**config.mk**
```make
export PLATFORM = sky130hd
export DESIGN_NAME = cam_capture_writer_flat
export DESIGN_NICKNAME = d
export VERILOG_FILES = /design/src/rtl/cam_pkg.sv /design/src/rtl/cam_capture_writer_if.sv /design/src/rtl/sync_edge_det.sv /design/src/rtl/cam_capture_writer.sv /design/src/flat_wrapper.sv
export SDC_FILE = /design/constraint.sdc
export NUM_CORES = 1
export LEC_CHECK = 0
export ABC_AREA = 0
export BUFFER_PORTS_ARGS = -buffer_cell sky130_fd_sc_hd__buf_2
export CORE_MARGIN = 4
export CORE_UTILIZATION = 54
export CTS_CLUSTER_DIAMETER = 60
export DETAILED_ROUTE_END_ITERATION = 6
export GPL_TIMING_DRIVEN = 0
export MAX_ROUTING_LAYER = met4
export PLACE_DENSITY = 0.76
export SLEW_MARGIN = 20
export SYNTH_ARGS = -nofsm -noshare
export SYNTH_HDL_FRONTEND = slang
export SYNTH_HIERARCHICAL = 1
export SYNTH_SLANG_ARGS = --single-unit
```
**constraint.sdc**
```tcl
create_clock -name i_pclk -period 2.6 [get_ports i_pclk]
set_input_delay 0.13 -clock i_pclk [delete_from_list [all_inputs] [get_ports i_pclk]]
set_output_delay 0.13 -clock i_pclk [all_outputs]
set_load 0.02 [all_outputs]
```
**src/rtl/cam_pkg.sv**
```systemverilog
// Shared types, widths and the colour packing helper for the camera capture path.
package cam_pkg;

  typedef enum logic [1:0] {
    SKIP    = 2'd0,
    ARM     = 2'd1,
    CAPTURE = 2'd2
  } cap_state_t;

  localparam int unsigned RGB333_W = 9;
  localparam int unsigned ADDR_W   = 19;
  localparam int unsigned COL_W    = 10;
  localparam int unsigned ROW_W    = 9;
  localparam int unsigned SKIP_W   = 4;
  localparam int unsigned BYTE_W   = 8;

  // One BRAM write: linear pixel address plus packed colour.
  typedef struct packed {
    logic [ADDR_W-1:0]   addr;
    logic [RGB333_W-1:0] data;
  } pix_wr_t;

  // Packs the two sensor bytes of a pixel into {R[2:0], G[2:0], B[2:0]}.
  function automatic logic [RGB333_W-1:0] rgb565_to_333(input logic [BYTE_W-1:0] b0,
                                                        input logic [BYTE_W-1:0] b1);
    return {b0[7:5], b0[2:0], b1[4:2]};
  endfunction

endpackage

```
**src/rtl/cam_capture_writer_if.sv**
```systemverilog
// Camera parallel bus in, frame-buffer write port and status out.
interface cam_capture_writer_if;
  import cam_pkg::*;

  logic                i_cam_vsync;
  logic                i_cam_href;
  logic [BYTE_W-1:0]   i_cam_data;
  logic                i_cap_en;
  logic                o_pix_wr;
  logic [ADDR_W-1:0]   o_pix_addr;
  logic [RGB333_W-1:0] o_pix_data;
  logic                o_frame_done;
  logic                o_capturing;

  // Sensor / environment side.
  modport master (
    output i_cam_vsync, i_cam_href, i_cam_data, i_cap_en,
    input  o_pix_wr, o_pix_addr, o_pix_data, o_frame_done, o_capturing
  );

  // Capture writer side.
  modport slave (
    input  i_cam_vsync, i_cam_href, i_cam_data, i_cap_en,
    output o_pix_wr, o_pix_addr, o_pix_data, o_frame_done, o_capturing
  );

endinterface

```
**src/rtl/sync_edge_det.sv**
```systemverilog
// Registers vsync/href once and flags their edges against the previous registered copy.
module sync_edge_det (
  input  logic i_pclk,
  input  logic i_rst_pclk,
  input  logic i_vsync,
  input  logic i_href,
  output logic r_hr,
  output logic vs_rise_c,
  output logic vs_fall_c,
  output logic hr_fall_c
);

  logic r_vs;
  logic r_vs_q;
  logic r_hr_q;

  // Input register plus one-cycle history for edge detection.
  always_ff @(posedge i_pclk) begin
    if (i_rst_pclk) begin
      r_vs   <= 1'b0;
      r_vs_q <= 1'b0;
      r_hr   <= 1'b0;
      r_hr_q <= 1'b0;
    end else begin
      r_vs   <= i_vsync;
      r_vs_q <= r_vs;
      r_hr   <= i_href;
      r_hr_q <= r_hr;
    end
  end

  assign vs_rise_c = r_vs & ~r_vs_q;
  assign vs_fall_c = ~r_vs & r_vs_q;
  assign hr_fall_c = ~r_hr & r_hr_q;

endmodule

```
**src/rtl/cam_capture_writer.sv**
```systemverilog
// OV7670 capture: skips settling frames, pairs bytes into RGB333 pixels, writes them row-major.
module cam_capture_writer
  import cam_pkg::*;
#(
  parameter int unsigned H_PIX       = 640,
  parameter int unsigned V_LINES     = 480,
  parameter int unsigned SKIP_FRAMES = 2
) (
  input  logic                 i_pclk,
  input  logic                 i_rst_pclk,
  cam_capture_writer_if.slave  bus
);

  logic              r_hr;
  logic              vs_rise_c;
  logic              vs_fall_c;
  logic              hr_fall_c;
  logic [BYTE_W-1:0] r_d;
  logic [BYTE_W-1:0] r_b0;
  logic              phase;
  logic [COL_W-1:0]  col;
  logic [ROW_W-1:0]  row;
  logic [ADDR_W-1:0] addr;
  logic [SKIP_W-1:0] skip_cnt;
  logic              wrote_any;
  cap_state_t        state;
  cap_state_t        state_d;
  logic              pix_wr_q;
  pix_wr_t           pix_q;
  logic              frame_done_q;
  logic              capturing_q;
  logic              skip_inc_c;
  logic              frame_start_c;
  logic              frame_end_c;
  logic              byte_c;
  logic              line_end_c;
  logic              in_win_c;

  sync_edge_det u_sync (
    .i_pclk     (i_pclk),
    .i_rst_pclk (i_rst_pclk),
    .i_vsync    (bus.i_cam_vsync),
    .i_href     (bus.i_cam_href),
    .r_hr       (r_hr),
    .vs_rise_c  (vs_rise_c),
    .vs_fall_c  (vs_fall_c),
    .hr_fall_c  (hr_fall_c)
  );

  // State register.
  always_ff @(posedge i_pclk) begin
    if (i_rst_pclk) state <= SKIP;
    else            state <= state_d;
  end

  // Next state and per-cycle datapath strobes; a vsync rise beats any byte in the same cycle.
  always_comb begin
    state_d       = state;
    skip_inc_c    = 1'b0;
    frame_start_c = 1'b0;
    frame_end_c   = 1'b0;
    byte_c        = 1'b0;
    line_end_c    = 1'b0;
    case (state)
      SKIP: begin
        if (vs_rise_c) begin
          skip_inc_c = 1'b1;
          if (skip_cnt == SKIP_W'(SKIP_FRAMES - 1)) state_d = ARM;
        end
      end
      ARM: begin
        if (vs_fall_c && bus.i_cap_en) begin
          state_d       = CAPTURE;
          frame_start_c = 1'b1;
        end
      end
      CAPTURE: begin
        if (vs_rise_c) begin
          state_d     = ARM;
          frame_end_c = 1'b1;
        end else if (r_hr) begin
          byte_c = 1'b1;
        end else if (hr_fall_c) begin
          line_end_c = 1'b1;
        end
      end
      default: state_d = SKIP;
    endcase
    in_win_c = (col < COL_W'(H_PIX)) && (row < ROW_W'(V_LINES));
  end

  // Byte pairing, row/col/address counters and registered outputs.
  always_ff @(posedge i_pclk) begin
    if (i_rst_pclk) begin
      r_d          <= '0;
      r_b0         <= '0;
      phase        <= 1'b0;
      col          <= '0;
      row          <= '0;
      addr         <= '0;
      skip_cnt     <= '0;
      wrote_any    <= 1'b0;
      pix_wr_q     <= 1'b0;
      pix_q        <= '0;
      frame_done_q <= 1'b0;
      capturing_q  <= 1'b0;
    end else begin
      r_d          <= bus.i_cam_data;
      pix_wr_q     <= 1'b0;
      frame_done_q <= frame_end_c && wrote_any;
      capturing_q  <= (state_d == CAPTURE);
      if (skip_inc_c) skip_cnt <= skip_cnt + SKIP_W'(1);
      if (frame_start_c) begin
        phase     <= 1'b0;
        col       <= '0;
        row       <= '0;
        addr      <= '0;
        wrote_any <= 1'b0;
      end
      if (byte_c) begin
        phase <= ~phase;
        if (!phase) begin
          r_b0 <= r_d;
        end else begin
          if (col != '1) col <= col + COL_W'(1);
          if (in_win_c) begin
            pix_wr_q   <= 1'b1;
            pix_q.addr <= addr;
            pix_q.data <= rgb565_to_333(r_b0, r_d);
            addr       <= addr + ADDR_W'(1);
            wrote_any  <= 1'b1;
          end
        end
      end
      // Line end pads short lines so the next row starts at row*H_PIX.
      if (line_end_c) begin
        phase <= 1'b0;
        col   <= '0;
        if (row != '1) row <= row + ROW_W'(1);
        if (in_win_c) addr <= addr + ADDR_W'(H_PIX) - ADDR_W'(col);
      end
    end
  end

  assign bus.o_pix_wr     = pix_wr_q;
  assign bus.o_pix_addr   = pix_q.addr;
  assign bus.o_pix_data   = pix_q.data;
  assign bus.o_frame_done = frame_done_q;
  assign bus.o_capturing  = capturing_q;

endmodule
```
**src/flat_wrapper.sv**
```systemverilog
// flat-port wrapper written by rule: the top's interface ports become plain ports
module cam_capture_writer_flat import cam_pkg::*;
#(
  parameter int unsigned H_PIX       = 640,
  parameter int unsigned V_LINES     = 480,
  parameter int unsigned SKIP_FRAMES = 2
)
  (i_pclk, i_rst_pclk, bus_i_cam_vsync, bus_i_cam_href, bus_i_cam_data, bus_i_cap_en, bus_o_pix_wr, bus_o_pix_addr, bus_o_pix_data, bus_o_frame_done, bus_o_capturing);
  cam_capture_writer_if bus_i ();
  input  logic i_pclk;
  input  logic i_rst_pclk;
  input wire logic [$bits(bus_i.i_cam_vsync)-1:0] bus_i_cam_vsync;
  input wire logic [$bits(bus_i.i_cam_href)-1:0] bus_i_cam_href;
  input wire logic [$bits(bus_i.i_cam_data)-1:0] bus_i_cam_data;
  input wire logic [$bits(bus_i.i_cap_en)-1:0] bus_i_cap_en;
  output wire logic [$bits(bus_i.o_pix_wr)-1:0] bus_o_pix_wr;
  output wire logic [$bits(bus_i.o_pix_addr)-1:0] bus_o_pix_addr;
  output wire logic [$bits(bus_i.o_pix_data)-1:0] bus_o_pix_data;
  output wire logic [$bits(bus_i.o_frame_done)-1:0] bus_o_frame_done;
  output wire logic [$bits(bus_i.o_capturing)-1:0] bus_o_capturing;
  assign bus_i.i_cam_vsync = bus_i_cam_vsync;
  assign bus_i.i_cam_href = bus_i_cam_href;
  assign bus_i.i_cam_data = bus_i_cam_data;
  assign bus_i.i_cap_en = bus_i_cap_en;
  assign bus_o_pix_wr = bus_i.o_pix_wr;
  assign bus_o_pix_addr = bus_i.o_pix_addr;
  assign bus_o_pix_data = bus_i.o_pix_data;
  assign bus_o_frame_done = bus_i.o_frame_done;
  assign bus_o_capturing = bus_i.o_capturing;
  cam_capture_writer #(.H_PIX(H_PIX), .V_LINES(V_LINES), .SKIP_FRAMES(SKIP_FRAMES)) u_core (.i_pclk(i_pclk), .i_rst_pclk(i_rst_pclk), .bus(bus_i));
endmodule
```
Word-level counts from Yosys, hierarchy flattened --
Index checks and enable logic that the tools add are counted.
Operators by class: add/sub/neg operators 6, magnitude comparators 2, equality and inequality tests 6, muxes and demuxes 37, bitwise logic cells 8, reductions and logical operators 9
Operators by type and width (number):
- 2-to-1 mux 19 bit | 6
- 2-to-1 mux 10 bit | 4
- 2-to-1 mux 9 bit | 3
- adder 19 x 1 -> 19 bit, second input constant | 1
- adder 19 x 10 -> 19 bit, second input constant | 1
- 2-to-1 mux 1 bit | 19
- subtractor 19 x 10 -> 19 bit | 1
- adder 10 x 1 -> 10 bit, second input constant | 1
- less-than comparator 10 bit, second input constant | 1
- != test 10 bit, second input constant | 1
- adder 9 x 1 -> 9 bit, second input constant | 1
- less-than comparator 9 bit, second input constant | 1
- != test 9 bit, second input constant | 1
- 2-to-1 mux 2 bit | 4
- case mux 2 bit (3 select lines) | 1
- NOT 1 bit | 5
- adder 4 x 1 -> 4 bit, second input constant | 1
- equality test 2 bit, second input constant | 2
- equality test 4 x 1 -> 1 bit, second input constant | 1
- AND 1 bit | 3
- logical AND 1 bit | 3
- AND reduction 3 bit | 1
- OR reduction 3 bit | 1
- equality test 2 x 1 -> 1 bit, second input constant | 1
- 4 further kinds | 4
Storage, ports and cells: flip-flop bits (word level) 97, input bits 13, output and inout bits 31

Depth between registers and ports, before layout --
Gate-level depths: netlist of the first run.
word-level depth 11, depth in mapped cells 11, mapped depth without buffers 11

Modules after synthesis --
The synthesis of the first run kept the hierarchy.
Modules (own cells, without submodules):
- cam_capture_writer | instances 1, cells an instance 618, area each 4993.5 um^2, seq. area each 1821.7 um^2
- sync_edge_det | instances 1, cells an instance 11, area each 123.9 um^2, seq. area each 80.1 um^2

Least setup slack after synthesis of the first run --
No wires, ideal clock.
kind reg-to-reg, start point register u_core.col[1], end point register u_core.addr[15], arrival 2.569 ns, slack -0.049 ns, cell stages (with the launch flop) 11, path buffers 0, cells stage by stage dfxtp_1 inv_1 ha_1 ha_1 fa_1 a211oi_2 o21bai_1 a21oi_2 nor4_1 or4_1 a211oi_2
On the way: cells in the longest elaborated chain, start to end 7, elaborated cells on any way between the ends 8, those cells by class 1 x add/sub; 1 x order compare; 5 x mux; 1 x reduce/logical
Ends and longest elaborated chain:
- from (decl) | RTL line cam_capture_writer.sv:21 | logic [COL_W-1:0] col;
- from (signal assigned) | RTL line cam_capture_writer.sv:125 | if (col != '1) col <= col + COL_W'(1);
- less-than comparator 10 bit | RTL line cam_capture_writer.sv:89 | in_win_c = (col < COL_W'(H_PIX)) && (row < ROW_W'(V_LINES));
- logical AND 1 bit | RTL line cam_capture_writer.sv:89
- 2-to-1 mux 19 bit | RTL line cam_capture_writer.sv:126 | if (in_win_c) begin
- 2-to-1 mux 19 bit | RTL line cam_capture_writer.sv:122 | if (!phase) begin
- 2-to-1 mux 19 bit | RTL line cam_capture_writer.sv:120 | if (byte_c) begin
- 2-to-1 mux 19 bit | RTL line cam_capture_writer.sv:140 | if (in_win_c) addr <= addr + ADDR_W'(H_PIX) - ADDR_W'(col);
- 2-to-1 mux 19 bit (*) | RTL line cam_capture_writer.sv:136 | if (line_end_c) begin
- to (signal assigned) | RTL line cam_capture_writer.sv:130 | addr <= addr + ADDR_W'(1);
- to (signal assigned) | RTL line cam_capture_writer.sv:140
- to (decl) | RTL line cam_capture_writer.sv:23 | logic [ADDR_W-1:0] addr;
Mark *: on every way between the ends. The rest lies on a longest branch, timed or not. A chain may end at the register's enable or synchronous reset.

Worst setup path in the final report of the first run --
start point register u_core.col[2], end point register u_core.addr[8]
The elaborated chain is that of the path after synthesis.

==> impl_metrics.env, run 1 <==
export IMPL_post_route_period_util_pct=96.17
export IMPL_seq_area_frac_synth_pct=37.16
export IMPL_wl_um=13320
export IMPL_rows=35
export IMPL_synth_ff_type="dfxtp_1"
export IMPL_synth_edff_count=0
export IMPL_syn_area_um2=5117
export IMPL_timing_rr_end="u_core/addr[8]"
export IMPL_combPwrFrac_pct=3.4
export IMPL_io_buffers=43
export IMPL_critPathBufInv=1
export IMPL_grt_use_met1_pct=30.23
export IMPL_cp_startpoint="u_core/col[2]"
export IMPL_synth_top_cell_area_share_pct=37.16
export IMPL_max_stage_delay_ns=0.37
export IMPL_crit_required_ns=2.84
export IMPL_clock_latency_ns=0.36
export IMPL_met3_usage_pct=4.225
export IMPL_worstSetupEndpointType="register"
export IMPL_first_pass_iters=5
export IMPL_dr_total_vias=4815
export IMPL_worstPathArrival_ns=2.74
export IMPL_cts_sinks=95
export IMPL_intPower_mw=1.864
export IMPL_via_per_inst=5.753
export IMPL_insertedDiodeCount=0
export IMPL_finalNonFillerCells=837
export IMPL_drive_gt1_share_pct=15.54
export IMPL_period_needed_ns=2.500
export IMPL_postSynthAreaPerCell_um2=8.136
export IMPL_critPathSlowestCell="dfxtp_2"
export IMPL_p_per_area_nw_per_um2=412.7
export IMPL_wl_per_cell_um=15.91
export IMPL_crit_type="reg2reg"
export IMPL_fillCellCount=758
export IMPL_grt_pass1_wl_um=21880
export IMPL_setup_viol=0
export IMPL_cp_start_kind="register"
export IMPL_pwr_share_clk_pct=37.1
export IMPL_maxSlewHeadroom_pct=55.24
export IMPL_yosysWarningCount=6
export IMPL_outcome="complete, no violations"
export IMPL_h_tree_depth=3
export IMPL_fmax_ghz=0.3999
export IMPL_fp_dieH_um=105.4
export IMPL_r2r_start="u_core/col[2]"
export IMPL_drtIter0Drc=390
export IMPL_grt_start_max_net_pins=18
export IMPL_slew_viol_final=0
export IMPL_drc=0
export IMPL_die_area_um2=11100
export IMPL_gr_usage_all_layers_pct=24.62
export IMPL_io_pins=44
export IMPL_gp_congestion=0.8409
export IMPL_design_area_um2=5992
export IMPL_cts_tree="yes"
export IMPL_die_width_um=105.4
export IMPL_crit_end="u_core/addr[8]"
export IMPL_p_seq_share_pct=59.5
export IMPL_switching_power_mw=0.6093
export IMPL_synthDistinctLibCells=58
export IMPL_syn2layout_area_growth_pct=17.09
export IMPL_dp_hpwl_um=9531
export IMPL_clockBufferDepth=2
export IMPL_reg2reg_depth=9
export IMPL_final_seq_area_um2=1923
export IMPL_nets=757
export IMPL_crit_fanout=5
export IMPL_hold_path_class="in2reg"
export IMPL_gr_total_overflow=0
export IMPL_swShare_pct=24.64
export IMPL_ys_async_sr_fraction_pct=0
export IMPL_ys_top_cells_by_area="dfxtp_1 37%, ha_1 9.8%, nand2_1 7.0%"
export IMPL_critPathTopFamily="compound AO/OA/AOI/OAI gates"
export IMPL_ant_nets=0
export IMPL_ys_ff_latch=95
export IMPL_place_area_um2=5497
export IMPL_synth_commonest_cells="96 x nand2_1, 95 x dfxtp_1, 60 x a21oi_1"
export IMPL_skew_ns=0.01081
export IMPL_grt_pass1_vias=4618
export IMPL_met2_usage_pct=42.03
export IMPL_fin_util_pct=64.85
export IMPL_synth_largest_area_cell="dfxtp_1"
export IMPL_tightestPinTransition_ns=0.6714
export IMPL_top_usage_layer="met2"
export IMPL_finalHoldViolCount=0
export IMPL_leakagePower_nw=2.291
export IMPL_setup_ws_ns=0.09967
export IMPL_antenna_found_initial=0
export IMPL_core_um2=9240
export IMPL_pre_cts_slack_ns=-0.2175
export IMPL_clkTransAtPathRegs_ns=0.10
export IMPL_cts_buffers=9
export IMPL_totalPowerFinal_mw=2.473
export IMPL_start_util_pct=55.38
export IMPL_peakVddDrop_mv=0.3190
export IMPL_r2r_setup_slack_ns=0.1
export IMPL_syn_instance_count=629
export IMPL_place_inst=801
export IMPL_yosys_cell_count_top_type="nand2_1"
export IMPL_syn_nets=683
export IMPL_multi_input_area_um2=3092
export IMPL_path_cells="inv_1 -> ha_4 -> ha_1 -> a211oi_4 -> nor2_1 -> o21a_1 -> o22a_1 -> xnor2_1 -> a211oi_1"
export IMPL_cap_violations=0
export IMPL_cp_num_cells=9
export IMPL_cts_root_buf="clkbuf_8"
-- per-layer routing --
metal / part of all wire (%) / up-vias
met5: 0 / -
met4: 1.8 / 0
met3: 5.3 / 28
met2: 50 / 161
met1: 43 / 2271
li1: - / 2355
-- what timing repair did --
action / CTS / global route
hold buffers: 13 / 0
gates cloned: 0 / 0
endpoints found under the setup margin: 6 / 9
buffers inserted: 2 / 5
hold endpoints to repair: 12 / 0
pin swaps: 5 / 11
gates resized for setup: 5 / 30
-- registers in the layout, indices dropped and copies added (netlist names), 2 cells and up --
signal,flops
u_core/addr,19
u_core/r_b0,6
u_core/row,9
u_core/skip_cnt,4
u_core/state,2
u_core/bus.o_pix_data,9
u_core/col,10
u_core/bus.o_pix_addr,19
u_core/r_d,8
-- layout by cell type, fill, tap and decap left out, types with 11 or more instances in the layout --
cell,count
nand2_1,96
nor2_1,45
nand4_1,16
clkbuf_1,18
ha_1,34
buf_2,46
nor2b_1,16
o21ai_0,12
inv_1,32
nand3_1,29
a21oi_1,57
dfxtp_1,84
dlygate4sd3_1,13
nor3_1,11
o21ai_1,14
xnor2_1,15
-- power by group through the flow --
| stage | clock, mW | sequential, mW | combinational (mW) |
|---|---|---|---|
| 6_report | 0.918 | 1.47 | 0.0841 |
| 5_1_grt | 0.988 | 1.47 | 0.0917 |
| 4_1_cts | 0.933 | 1.47 | 0.0819 |
| 3_5_place_dp | 0 | 1.51 | 0.0669 |
| 3_3_place_gp | 0 | 1.51 | 0.0657 |
| 2_1_floorplan | 0 | 1.51 | 0.0417 |
-- worst min path at each step --
stage,from,depth (start not counted),slack (ns),endpoint
final,bus_i_cap_en,4,0.11,u_core/state[0]
after global routing,bus_i_cap_en,4,0.16,u_core/state[0]
after CTS,bus_i_cap_en,4,0.1,u_core/state[0]
after detailed placement,bus_i_cam_href,2,0.35,u_core/u_sync/r_hr
after global placement,bus_i_cam_vsync,2,0.34,u_core/u_sync/r_vs
after floorplan,i_rst_pclk,1,0.20,u_core/u_sync/r_hr
-- worst min-delay path: stages --
cell     delay, ns
buf_2         0.11
nand2_1       0.05
a31oi_1       0.07
nor2_1        0.08
-- cell families after synthesis --
kind of cell	synth area share (%)
AO/OA/AOI/OAI	16.94
XOR/XNOR	4.279
adder cells (fa/ha/maj)	10.17
buffers and inverters	4.621
flip-flops	37.16
multiplexers	1.198
AND/OR/NAND/NOR	25.62
-- stage by stage --
stage,TNS (ns),hold WS [ns]
finish,0,0.1112
global route,-0.01868,0.1576
CTS,-0.1007,0.09817
detailed placement,-0.6486,0.3463
global placement,-0.5256,0.3440
floorplan,0,0.2016
-- final cells by class --
type	count	area share (%)
Tap cell	129	2.694
Inverter	33	2.067
Multi-Input combinational cell	476	51.60
Sequential cell	95	32.09
Buffer	25	1.879
Clock inverter	6	0.8979
Timing Repair Buffer	63	6.640
Clock buffer	10	2.130
(Power assumes the default switching activity.)
==> inputs of run 2 (changes only) <==
Settings changed: SYNTH_HIERARCHICAL 1 to default.
==> impl_metrics.env, run 2 <==
export IMPL_outcome="complete, no violations"
export IMPL_critPathSlowestCell="dfxtp_2"
export IMPL_grt_pass1_wl_um=19980
export IMPL_p_per_area_nw_per_um2=437.5
export IMPL_met3_usage_pct=4.602
export IMPL_die_area_um2=10760
export IMPL_grt_use_met1_pct=27.93
export IMPL_antenna_found_initial=0
export IMPL_synth_commonest_cells="95 x dfxtp_1, 92 x nand2_1, 59 x a21oi_1"
export IMPL_start_util_pct=56.19
export IMPL_io_buffers=43
export IMPL_ys_ff_latch=95
export IMPL_rsz0062_at_grt="true"
export IMPL_fp_dieH_um=103.7
export IMPL_ys_top_cells_by_area="dfxtp_1 38%, ha_1 10%, nand2_1 7.0%"
export IMPL_gr_total_overflow=0
export IMPL_synth_ff_type="dfxtp_1"
export IMPL_fmax_ghz=0.3994
export IMPL_maxSlewHeadroom_pct=50.34
export IMPL_yosys_cell_count_top_type="dfxtp_1"
export IMPL_synth_top_cell_area_share_pct=38.43
export IMPL_final_common_cell="nand2_1"
export IMPL_ys_async_sr_fraction_pct=0
export IMPL_crit_fanout=6
export IMPL_cts_buffers=9
export IMPL_syn_nets=654
export IMPL_crit_required_ns=2.85
export IMPL_grt_start_max_net_pins=20
export IMPL_insertedDiodeCount=0
export IMPL_clkTransAtPathRegs_ns=0.10
export IMPL_gr_usage_all_layers_pct=22.82
export IMPL_hold_path_class="in2reg"
export IMPL_postSynthAreaPerCell_um2=8.247
export IMPL_clockBufferDepth=2
export IMPL_core_um2=8806
export IMPL_peakVddDrop_mv=0.3220
export IMPL_synth_edff_count=0
export IMPL_grt_pass1_vias=4316
export IMPL_path_cells="ha_4 -> ha_4 -> fa_2 -> a211oi_2 -> o21ai_2 -> o21ai_2 -> o21ai_4 -> a311oi_2 -> xor2_1 -> o2bb2ai_1"
export IMPL_h_tree_depth=3
export IMPL_clock_latency_ns=0.36
export IMPL_setup_viol=0
export IMPL_gp_congestion=0.8704
export IMPL_top_usage_layer="met2"
export IMPL_die_width_um=103.7
export IMPL_finalHoldViolCount=0
export IMPL_cap_violations=0
export IMPL_wl_per_cell_um=15.66
export IMPL_cp_start_kind="register"
export IMPL_synth_largest_area_cell="dfxtp_1"
export IMPL_leakagePower_nw=2.260
export IMPL_hold_worst_slack_ns=0.1696
export IMPL_via_per_inst=5.824
export IMPL_first_pass_iters=4
export IMPL_ant_nets=0
export IMPL_syn2layout_area_growth_pct=15.98
export IMPL_drtIter0Drc=260
export IMPL_rows=34
export IMPL_yosysWarningCount=0
export IMPL_cts_sinks=95
export IMPL_cts_tree="yes"
export IMPL_drive_gt1_share_pct=14.22
export IMPL_final_cell_mix="92 x nand2_1, 89 x dfxtp_1, 58 x a21oi_1, 51 x nor2_1, 44 x buf_2"
export IMPL_worstSetupEndpointType="register"
export IMPL_wl_um=12260
export IMPL_nets=724
export IMPL_tightestPinTransition_ns=0.7422
export IMPL_dr_total_vias=4560
export IMPL_syn_area_um2=4948
export IMPL_seq_area_frac_synth_pct=38.43
export IMPL_max_stage_delay_ns=0.43
export IMPL_syn_instance_count=600
export IMPL_dp_hpwl_um=8812
export IMPL_cts_root_buf="clkbuf_8"
export IMPL_critPathBufInv=0
export IMPL_worstPathArrival_ns=2.76
export IMPL_totalPowerFinal_mw=2.511
export IMPL_critPathTopFamily="compound AO/OA/AOI/OAI gates"
export IMPL_period_needed_ns=2.504
export IMPL_synthDistinctLibCells=54
export IMPL_skew_ns=0.01169
export IMPL_post_route_period_util_pct=96.29
export IMPL_slew_viol_final=0
export IMPL_io_pins=44
export IMPL_drc=0
export IMPL_met2_usage_pct=38.08
export IMPL_crit_type="reg2reg"
run 2: worst paths after layout:
path	from	end	slack, ns	depth (start not counted)
max	u_core.addr[1]	u_core.addr[17]	0.1	10
min	bus_i_cap_en	u_core.state[0]	0.17	4
max reg2reg	u_core.addr[1]	u_core.addr[17]	0.1	10
min reg2reg	u_core.r_d[4]	u_core.bus.o_pix_data[2]	0.44	2
run 2: power breakdown:
part           total [mW]  internal (mW)  switching, mW
clock network       0.958          0.376          0.582
logic              0.0788         0.0334         0.0455
registers            1.47           1.47        0.00841
total                2.51           1.87          0.636
run 2: worst register-to-register path, delay by kind of cell, from the launching register on:
| family | cells | cell delay (ns) |
|---|---|---|
| DFF | 1 | 0.43 |
| adders and majority gates | 3 | 0.76 |
| xor gates and xnor gates | 1 | 0.18 |
| AOI/OAI and AO/OA | 6 | 1.04 |
run 2: per-layer routing:
layer | up-vias | routed length [um]
met4 | 0 | 207
met1 | 2171 | 5429
met2 | 126 | 5973
li1 | 2240 | -
met5 | - | 0
met3 | 23 | 653
run 2: final cells by class:
type                       instances  area (um^2)
clock inverter                     7        72.57
buffer                            22        91.34
timing repair buffer              59        360.3
tap                              108        135.1
inverter                          30        112.6
multi-input combinational        453         2932
sequential                        95         1912
fill                             750         3067
clock buffer                       9        123.9
run 2: cell families (layout without fill, tap and decap cells):
logic type | after synthesis | after routing | share of synthesized area (%)
buffers and inverters | 52 | 127 | 4.121
DFF | 95 | 95 | 38.43
and+or+nand+nor | 244 | 244 | 24.27
AOI/OAI and AO/OA | 130 | 130 | 15.63
adders and majority gates | 41 | 41 | 10.52
xor gates and xnor gates | 26 | 26 | 4.602
muxes | 12 | 12 | 2.427
run 2: stage by stage:
stage | area (um^2) | cells | setup TNS [ns] | util, % | setup WS (ns)
2_1_floorplan | 4949 | 600 | 0 | - | 0.04004
3_3_place_gp | 5299 | 751 | -0.5277 | 60.17 | -0.2876
3_5_place_dp | 5299 | 751 | -0.9254 | 60.17 | -0.3912
4_1_cts | 5653 | 778 | 0 | 64.19 | 0.005945
5_1_grt | 5739 | 783 | -0.06692 | 65.17 | -0.05905
6_report | 5739 | 783 | 0 | 65.17 | 0.09638
run 2: timing repair:
item	4_1_cts	5_1_grt
endpoints found under the setup margin	4	4
resized for setup	16	6
pin swaps	10	10
endpoints found under the hold margin	9	1
buffers inserted	2	4
hold buffers	9	1
==> inputs of run 3 (changes only) <==
Settings changed: CORE_UTILIZATION 54 to 63, PLACE_DENSITY 0.76 to 0.94.
Clock period 2.6 ns to 3.2 ns, I/O delays scaled along.
==> impl_metrics.env, run 3 (synthesis gave the netlist of run 2 again) <==
export IMPL_drive_gt1_share_pct=10.98
export IMPL_antenna_found_initial=0
export IMPL_finalHoldViolCount=0
export IMPL_clockBufferDepth=2
export IMPL_dr_total_vias=4675
export IMPL_leakagePower_nw=2.204
export IMPL_cts_root_buf="clkbuf_8"
export IMPL_cts_tree="yes"
export IMPL_cpMostUsedCell="o21ai_1"
export IMPL_maxSlewHeadroom_pct=50.79
export IMPL_die_width_um=96.63
export IMPL_worstSetupEndpointType="register"
export IMPL_fp_dieH_um=96.63
export IMPL_via_per_inst=6.095
export IMPL_p_per_area_nw_per_um2=372.6
export IMPL_slew_viol_final=0
export IMPL_start_util_pct=64.37
export IMPL_syn2layout_area_growth_pct=12.59
export IMPL_cts_sinks=95
export IMPL_tightestPinTransition_ns=0.7355
export IMPL_peakVddDrop_mv=0.3249
export IMPL_fin_util_pct=72.48
export IMPL_skew_ns=0.01719
export IMPL_cts_setup_buffers=0
export IMPL_final_common_cell="dfxtp_1"
export IMPL_nets=714
export IMPL_grt_start_max_net_pins=21
export IMPL_first_pass_iters=5
export IMPL_post_route_period_util_pct=94.61
export IMPL_gr_usage_all_layers_pct=28.63
export IMPL_grt_pass1_wl_um=21530
export IMPL_cts_buffers=9
export IMPL_rows=32
export IMPL_ant_nets=0
export IMPL_dp_hpwl_um=8801
export IMPL_io_buffers=43
export IMPL_wl_um=13050
export IMPL_drc=0
export IMPL_outcome="complete, no violations"
export IMPL_grt_pass1_vias=4581
export IMPL_drtIter0Drc=472
export IMPL_insertedDiodeCount=0
export IMPL_io_pins=44
export IMPL_worstPathArrival_ns=3.30
export IMPL_setup_tns_final_ns=0
export IMPL_fmax_ghz=0.3303
export IMPL_clock_latency_ns=0.39
export IMPL_die_area_um2=9336
export IMPL_h_tree_depth=3
export IMPL_wl_per_cell_um=17.01
export IMPL_gp_congestion=0.9165
export IMPL_cp_start_kind="register"
export IMPL_period_needed_ns=3.027
export IMPL_cap_violations=0
export IMPL_rsz0062_at_grt="false"
export IMPL_core_um2=7687
export IMPL_critPathSlowestCell="fa_1"
export IMPL_setup_viol=0
export IMPL_crit_type="reg2reg"
export IMPL_crit_required_ns=3.47
export IMPL_path_cells="inv_1 -> ha_1 -> ha_1 -> fa_1 -> a211oi_1 -> o21ai_1 -> o21ai_1 -> o21ai_1 -> a311oi_2 -> xor2_1 -> o2bb2ai_1"
export IMPL_crit_fanout=4
export IMPL_final_cell_mix="94 x dfxtp_1, 92 x nand2_1, 59 x a21oi_1, 51 x nor2_1, 44 x buf_2"
export IMPL_max_stage_delay_ns=0.44
export IMPL_hold_path_class="in2reg"
export IMPL_clkTransAtPathRegs_ns=0.11
export IMPL_gr_total_overflow=0
==> run 3: cell types whose count changed in the layout (fill, tap and decap cells not counted), moves of 2 or more <==
cell	previous run	this run
buf_4	6	0
dfxtp_1	89	94
dfxtp_2	5	1
dlygate4sd3_1	10	6
ha_1	37	40
ha_4	3	0
o21ai_1	0	3
a211oi_1	12	14
a211oi_2	2	0
o21ai_2	2	0
==> run 3: worst paths after layout <==
kind / from / endpoint / slack (ns) / depth (start not counted)
worst max-delay path: u_core.col[1] / u_core.addr[17] / 0.17 / 11
worst min-delay path: bus_i_cam_vsync / u_core.u_sync.r_vs / 0.01 / 2
worst max register to register: u_core.col[1] / u_core.addr[17] / 0.17 / 11
worst min register to register: u_core.r_d[3] / u_core.bus.o_pix_data[1] / 0.45 / 2
==> run 3: power by group <==
part	internal (mW)	total [mW]	leakage (nW)	switching (mW)
registers	1.19	1.20	0.769	0.00723
logic	0.0242	0.0620	1.33	0.0378
clock network	0.316	0.815	0.105	0.499
total	1.53	2.08	2.20	0.544
==> run 3: per-stage QoR <==
| step | hold WS (ns) | total power [mW] | setup slack [ns] | instance area (um^2) | instances |
|---|---|---|---|---|---|
| after global placement | 0.3683 | 1.276 | 0.2347 | 5291 | 745 |
| final | 0.01075 | 2.076 | 0.1726 | 5572 | 767 |
| after global routing | 0.0005510 | 2.134 | 0.01161 | 5572 | 767 |
| after detailed placement | 0.3716 | 1.279 | 0.1560 | 5291 | 745 |
| after floorplan | 0.2882 | 1.257 | 0.5816 | 4949 | 600 |
| after CTS | 0.003185 | 2.058 | 0.05244 | 5539 | 765 |
==> run 3: layer usage <==
layer / global-route usage, % / vias to the layer above / wire [um]
met3: 6.345 / 44 / 1156
li1: - / 2213 / -
met2: 47.08 / 235 / 6440
met1: 34.43 / 2183 / 5061
met4: 10.69 / 0 / 388
met5: - / - / 0
==> run 3: cell type report <==
class	instances	area, um^2
multi-input combinational	453	2854
fill	548	2116
tap	102	127.6
sequential	95	1903
clock inverter	7	83.83
clock buffer	9	123.9
buffer	22	91.34
inverter	30	112.6
timing repair buffer	49	275.3
==> run 3: what timing repair did <==
action / 4_1_cts / 5_1_grt
hold buffers: 4 / 2
setup endpoints to repair: 0 / 2
gates resized for setup: 0 / 3
hold endpoints to repair: 4 / 2
==> run 3: critical path: cells and delay by family (launching register included) <==
family	cells	cell delay (ns)
DFF	1	0.39
AOI/OAI and AO/OA	6	1.29
xor gates and xnor gates	1	0.18
buffers and inverters	1	0.08
adders and majority gates	3	0.99
